<file path="src/rtl/reaction_auto_player.sv">
// Reaction-game auto player: watches the cue LEDs and presses the matching
// KEY after a configurable delay, then re-arms once the LEDs stay dark.
module reaction_auto_player #(
    parameter int unsigned PRESS_CYCLES = 1000,
    parameter int unsigned QUIET_CYCLES = 25_000_000,
    parameter int unsigned CNT_W        = 32
) (
    input  logic        CLOCK_50,
    input  logic        reset,
    input  logic        enable,
    input  logic [1:0]  led_in,
    input  logic [15:0] delay_cfg,
    output logic [1:0]  KEY,
    output logic        busy,
    output logic [7:0]  press_count,
    output logic        last_target
);

    typedef enum logic [2:0] {
        IDLE,
        ARM,
        WAIT_CUE,
        DELAY,
        PRESS
    } state_t;

    localparam logic [CNT_W-1:0] QUIET_LAST = CNT_W'(QUIET_CYCLES - 1);
    localparam logic [CNT_W-1:0] PRESS_LAST = CNT_W'(PRESS_CYCLES - 1);
    localparam logic [CNT_W-1:0] CNT_ONE    = CNT_W'(1);

    state_t           state_q, state_d;
    logic [CNT_W-1:0] quiet_q, quiet_d;
    logic [CNT_W-1:0] dly_q, dly_d;
    logic [CNT_W-1:0] pcnt_q, pcnt_d;
    logic [1:0]       key_q, key_d;
    logic             tgt_q, tgt_d;
    logic [7:0]       pc_q, pc_d;
    logic             last_q, last_d;

    always_ff @(posedge CLOCK_50 or posedge reset) begin
        if (reset) begin
            state_q <= IDLE;
            quiet_q <= '0;
            dly_q   <= '0;
            pcnt_q  <= '0;
            key_q   <= 2'b11;
            tgt_q   <= 1'b0;
            pc_q    <= '0;
            last_q  <= 1'b0;
        end else begin
            state_q <= state_d;
            quiet_q <= quiet_d;
            dly_q   <= dly_d;
            pcnt_q  <= pcnt_d;
            key_q   <= key_d;
            tgt_q   <= tgt_d;
            pc_q    <= pc_d;
            last_q  <= last_d;
        end
    end

    always_comb begin
        state_d = state_q;
        quiet_d = quiet_q;
        dly_d   = dly_q;
        pcnt_d  = pcnt_q;
        key_d   = key_q;
        tgt_d   = tgt_q;
        pc_d    = pc_q;
        last_d  = last_q;

        if (!enable) begin
            state_d = IDLE;
            key_d   = 2'b11;
        end else begin
            unique case (state_q)
                IDLE: begin
                    state_d = ARM;
                    quiet_d = '0;
                    key_d   = 2'b11;
                end
                ARM: begin
                    key_d = 2'b11;
                    // A flashing cue keeps resetting the dark-run count.
                    if (led_in != 2'b00) begin
                        quiet_d = '0;
                    end else if (quiet_q >= QUIET_LAST) begin
                        quiet_d = '0;
                        state_d = WAIT_CUE;
                    end else begin
                        quiet_d = quiet_q + CNT_ONE;
                    end
                end
                WAIT_CUE: begin
                    if (led_in != 2'b00) begin
                        tgt_d   = ~led_in[0];
                        dly_d   = CNT_W'(delay_cfg);
                        state_d = DELAY;
                    end
                end
                DELAY: begin
                    if (dly_q == '0) begin
                        state_d = PRESS;
                        pcnt_d  = '0;
                        key_d   = tgt_q ? 2'b01 : 2'b10;
                        last_d  = tgt_q;
                        if (pc_q != 8'hFF) begin
                            pc_d = pc_q + 8'd1;
                        end
                    end else begin
                        dly_d = dly_q - CNT_ONE;
                    end
                end
                PRESS: begin
                    if (pcnt_q >= PRESS_LAST) begin
                        state_d = ARM;
                        quiet_d = '0;
                        key_d   = 2'b11;
                    end else begin
                        pcnt_d = pcnt_q + CNT_ONE;
                    end
                end
                default: begin
                    state_d = IDLE;
                    key_d   = 2'b11;
                end
            endcase
        end
    end

    assign KEY         = key_q;
    assign busy        = (state_q == ARM) || (state_q == DELAY) ||
                         (state_q == PRESS);
    assign press_count = pc_q;
    assign last_target = last_q;

endmodule

</file>
<file path="config.mk">
export PLATFORM = sky130hd
export DESIGN_NAME = reaction_auto_player
export DESIGN_NICKNAME = d
export VERILOG_FILES = /design/src/rtl/reaction_auto_player.sv
export SDC_FILE = /design/constraint.sdc
export NUM_CORES = 1
export LEC_CHECK = 0
export ABC_AREA = 1
export CAP_MARGIN = 20
export CORE_AREA = 2 2 112 114
export CTS_CLUSTER_DIAMETER = 40
export CTS_CLUSTER_SIZE = 25
export DETAILED_ROUTE_END_ITERATION = 16
export DIE_AREA = 0 0 114 116
export GPL_ROUTABILITY_DRIVEN = 0
export PLACE_DENSITY = 0.75
export SETUP_SLACK_MARGIN = 0.02
export SLEW_MARGIN = 15
export SYNTH_ARGS = -nofsm -noshare
export SYNTH_HDL_FRONTEND = slang
export SYNTH_SLANG_ARGS = --single-unit
</file>
<file path="constraint.sdc">
create_clock -name CLOCK_50 -period 4.2 [get_ports CLOCK_50]
set_input_delay 1.26 -clock CLOCK_50 [delete_from_list [all_inputs] [get_ports CLOCK_50]]
set_output_delay 1.26 -clock CLOCK_50 [all_outputs]
set_load 0.005 [all_outputs]
</file>
### After elaboration in Yosys (flattened, before gate mapping)

Cells that the tools add are included.

* bits in registers: 111
* input bits: 21
* output and inout port bits: 12
* word-level logic and storage cells: 69

* $add $sub $neg: 4
* $lt $le $gt $ge: 2
* equality and inequality tests: 16
* muxes and demuxes: 22
* bitwise logic cells: 1
* reduce and logical (&&, ||, !) cells: 16

Operators with widths (number)
* 2-to-1 mux 32 bit: 7
* one-hot mux 32 bit (2 select lines): 2
* one-hot mux 32 bit (3 select lines): 1
* adder 32 x 1 -> 32 bit, second input constant: 2
* >= comparator 32 x 10 -> 1 bit, second input constant: 1
* >= comparator 32 x 25 -> 1 bit, second input constant: 1
* zero test 32 bit: 1
* subtractor 32 x 1 -> 32 bit, second input constant: 1
* 2-to-1 mux 3 bit: 6
* inequality test 3 bit, second input constant: 5
* one-hot mux 3 bit (5 select lines): 1
* inequality test 2 bit, second input constant: 6
* AND reduction 3 bit: 4
* AND reduction 4 bit: 3
* adder 8 x 1 -> 8 bit, second input constant: 1
* 2-to-1 mux 2 bit: 4
* inequality test 8 bit, second input constant: 1
* == test 3 x 2 -> 1 bit, second input constant: 2
* one-hot mux 2 bit (3 select lines): 1
* nonzero test 2 bit: 3
* AND reduction 5 bit: 1
* == test 3 x 1 -> 1 bit, second input constant: 1
* == test 3 bit, second input constant: 1
* zero test 3 bit: 1
* other kinds (3): 4

### Longest topological paths before layout

* word-level depth: 5
* depth in mapped cells: 13
* gate-level depth less buffers: 13

### Worst setup path before layout

No wires, ideal clock.

* kind: input to register
* start point: input port led_in[1]
* end point: register dly_q[1]
* setup time: 130 ps
* arrival time: 2138 ps
* data required time: 4070 ps
* slack: 1932 ps
* stages: 7
* path buffers: 1
* path through: nor2_1 > inv_1 > nand2_1 > nand2_2 > buf_2 > o211ai_1 > o21ai_0

* longest elaborated chain between the ends: 3

RTL lines
* from (decl): line 11 `input logic [1:0] led_in,`
* nonzero test 2 bit: line 95 `if (led_in != 2'b00) begin`
* inequality test 2 bit (no line)
* AND reduction 4 bit (no line)
* to (signal assigned): line 53 `dly_q <= dly_d;`
* to (decl): line 33 `logic [CNT_W-1:0] dly_q, dly_d;`

Every way passes these cells.
A chain may end at the register's enable or synchronous reset.

### Worst setup path in the final report

* start point: register state_q[1]
* end point: output port busy

* longest elaborated chain between the ends: 3
* elaborated cells between the ends (all ways): 5
* those cells by class: eq/ne (3); reduce/logical (2)

RTL lines
* from (decl): line 31 `state_t state_q, state_d;`
* from (signal assigned): line 51 `state_q <= state_d;`
* == test 3 x 1 -> 1 bit or == test 3 x 2 -> 1 bit (tied branches): line 132 `assign busy = (state_q == ARM) || (state_q == DELAY) ||`
* logical OR 1 bit: line 132
* logical OR 1 bit *: line 132
* to (decl): line 14 `output logic busy,`

Mark *: on every way between the ends. The rest lies on a longest branch, timed or not.

==> metrics.md <==
| Metric | Value |
|---|---|
| CP max stage delay | about 0.5 ns |
| CTS Buffer Depth | 2 |
| CP Launch Point | state_q[1] |
| Met2 Use GR | 37.0% |
| CP required | ~2.9 ns |
| Sequential share of the synthesized area | a little over two fifths |
| Wire per inst | ~13 um |
| CP max-delay cell | clkdlybuf4s50_1 |
| Status | finished, final reports clean |
| Final period utilization | between 70% and 80% |
| DP HPWL | slightly below 10 mm |
| RSZ-0062 raised after global routing | no |
| Largest net degree at the start of global routing | 112 |
| Crit path cell chain | nor3_4, inv_1, nand2_1, clkdlybuf4s50_1 |
| Hold bufs inserted after CTS | 0 |
| Syn Inst Count | roughly 900 |
| WS Path Type | reg -> out |
| Die Height | about 120 um |
| Layout Cell Area excl Fill | a little over 0.007 sq mm |
| Hold WS | between 0.4 and 0.5 ns |
| #FFs+latches synth | roughly 110 |
| Total grt overflow | 0 |
| Final setup fails | 0 |
| DRC viols | 0 |
| Synth cell types | 42 |
| Layout area overhead | 12.0% |
| Initial Util | between 50 and 60% |
| Layout cells sized above 1 | just under 7% |
| Type of the tightest min-delay check | reg -> reg |
| Fill count | around 1,100 |
| Worst path arrival time | 2.00 ns |
| Synthesized area per cell | between 7 and 8 sq um |
| CP Launch Type | flip-flop |
| Leak Pwr | ~3.3 nW |
| Num ports | 33 |
| Hold endpoint | pcnt_q[16] |
| Die area | around 0.013 sq mm |
| PD cells | approximately 510 mW/mm^2 |
| Clk Tree Root Cell | clkbuf_16 |
| CTS buffer count | 9 |
| Port bufs | 32 |
| Final slew viol count | 0 |
| R2R Path End | dly_q[31] |
| Hold path start | pcnt_q[16] |
| DP Area | between 0.006 and 0.007 sq mm |
| Clk_skew | ~0.011 ns |
| Worst Path Max Fanout | 8 |
| Post-CTS Setup Inserts | 0 |
| Post-synth EDFFs | 0 |
| Syn nets | approximately 930 |
| Vias in the first global route | 5,164 |
| Worst slew pin tran | ~0.61 ns |
| R2r setup slk | ~1.7 ns |
| Post-cts resize count | 0 |
| Setup TNS | 0 ns |
| R2R cell count | 10 |
| DRT antenna net count | 0 |
| DRT Pass-1 Iters | 5 |
| Reg clk slew, reported paths | ~0.070 ns |
| Die width | about 110 um |
| Via count | 5,622 |
| Worst path bufs/invs | 2 |
| First-pass GRT wire length | 24.6 mm |
| Met3 usage | about 2.9% |
| Global Route Usage Sum | roughly 23% |
| Setup crit end kind | primary output |
| Fmax | ~310 MHz |
| Final hold violation count | 0 |
| Clk_lat worst skew | roughly 0.36 ns |
| Slew margin rel. | roughly three fifths |
| Routing usage on met1 | around a third |
| Routed wire length | between 10 and 15 mm |
| Core Area | between 0.01 and 0.015 sq mm |
| # rows | 40 |
| DR iter-0 viols | 383 |
| Prevailing post-synth register cell | dfrtp_1 |
| CTS Sinks | roughly 110 |
| Async SR Flop Fraction | 100% |
| Nets | approximately 960 |
| Via-to-Cell Ratio | around 5.2 |
| Final Critical Period | 3.26 ns |
| GRT Max-Usage Layer | met2 |
| TritonCTS clock tree | done |
| Syn. warnings | 0 |
| Initial antenna violation count | 0 |
| Worst r2r src | dly_q[0] |
| Largest delay share family, worst path | buffers and inverters |
| CTS H-tree lvls | 3 |
| Final antenna diode count | 0 |
| Mapped cell area | roughly 0.0064 sq mm |
| Peak VDD IR | 0.000421 V |
| Cell count of the worst hold path | 2 |
| Max Cap Viol | 0 |
-- state kept, by name, indices dropped and copies added, names as in the netlist --
register and flops:
tgt_q 1, pcnt_q 32, KEY 2, dly_q 32, press_count 8, quiet_q 32, last_target 1, state_q 3
-- cell type report --
class / instances / area, sq um / area share, %
Inverter: 114 / 437 / 6.05
Clock buffer: 10 / 239 / 3.31
Multi-Input combinational cell: 660 / 3110 / 43.1
Timing Repair Buffer: 35 / 355 / 4.92
Clock inverter: 6 / 115 / 1.59
Sequential cell: 111 / 2780 / 38.5
Tap cell: 147 / 184 / 2.55
-- tightest hold or removal path, stage by stage, from the launching register on --
cell,delay (ns)
dfrtp_1,0.38
inv_1,0.05
nor2_1,0.03
-- cells in the mapped netlist (all sizes together), types with 2 or more instances --
master,n,area (sq um)
nand2,241,930
nor2,181,734
inv,114,433
dfrtp,109,2730
nand3,66,335
o21ai,63,330
nand4,28,175
buf,17,118
xor2,14,123
nor3,11,71.3
a21oi,9,45.0
xnor2,9,78.8
a31oi,6,37.5
nand3b,5,37.5
o211ai,5,37.5
ha,4,50.1
or2,4,25.0
a22oi,3,22.5
nor4,3,18.8
o21bai,3,22.5
clkbuf,2,7.51
dfstp,2,52.6
-- worst max path at each step --
stage,end,cells after the start
after floorplan,dly_q[0],1
after global placement,quiet_q[4],8
after detailed placement,dly_q[31],8
after CTS,busy,4
after global routing,busy,4
final,busy,4
-- power by group --
part / internal, mW / switching, mW
registers: 1.31 / 0.208
logic: 0.388 / 0.757
clock network: 0.603 / 0.408
total: 2.30 / 1.37
-- layer usage --
layer	part of all wire [%]	vias to the layer above	wire [um]
li1	-	2920	-
met1	48	2585	6730
met2	46	99	6440
met3	3.6	18	494
met4	1.7	0	235
met5	0	-	0
-- logic make-up after synthesis --
group / share of synthesized area [%]
AND/OR/NAND/NOR: 36.3
buffers and inverters: 8.66
flip-flops: 43.1
AO/OA/AOI/OAI: 8.03
XOR/XNOR: 3.12
adder cells (fa/ha/maj): 0.776
-- cells in the final DEF (no fill, tap or decap), drive strengths merged, types with 9 or more instances in the layout --
cell	synthesis	routed
nand4	28	28
inv	114	114
nand2	241	241
nor2	181	181
dfrtp	109	109
o21ai	63	63
nand3	66	66
xor2	14	14
nor3	11	11
clkbuf	2	10
xnor2	9	9
a21oi	9	9
clkdlybuf4s50	0	32
-- per-stage QoR --
step	setup WS, ns	instances	power, mW	utilization [%]
finish	0.939	1083	3.67	60.6
CTS	0.919	1083	3.68	60.6
global placement	0.906	1067	2.64	57.6
global route	0.831	1083	3.96	60.6
floorplan	1.60	904	2.40	-
detailed placement	0.836	1067	2.67	57.6
No activity file was read; power rests on OpenSTA's default activity.
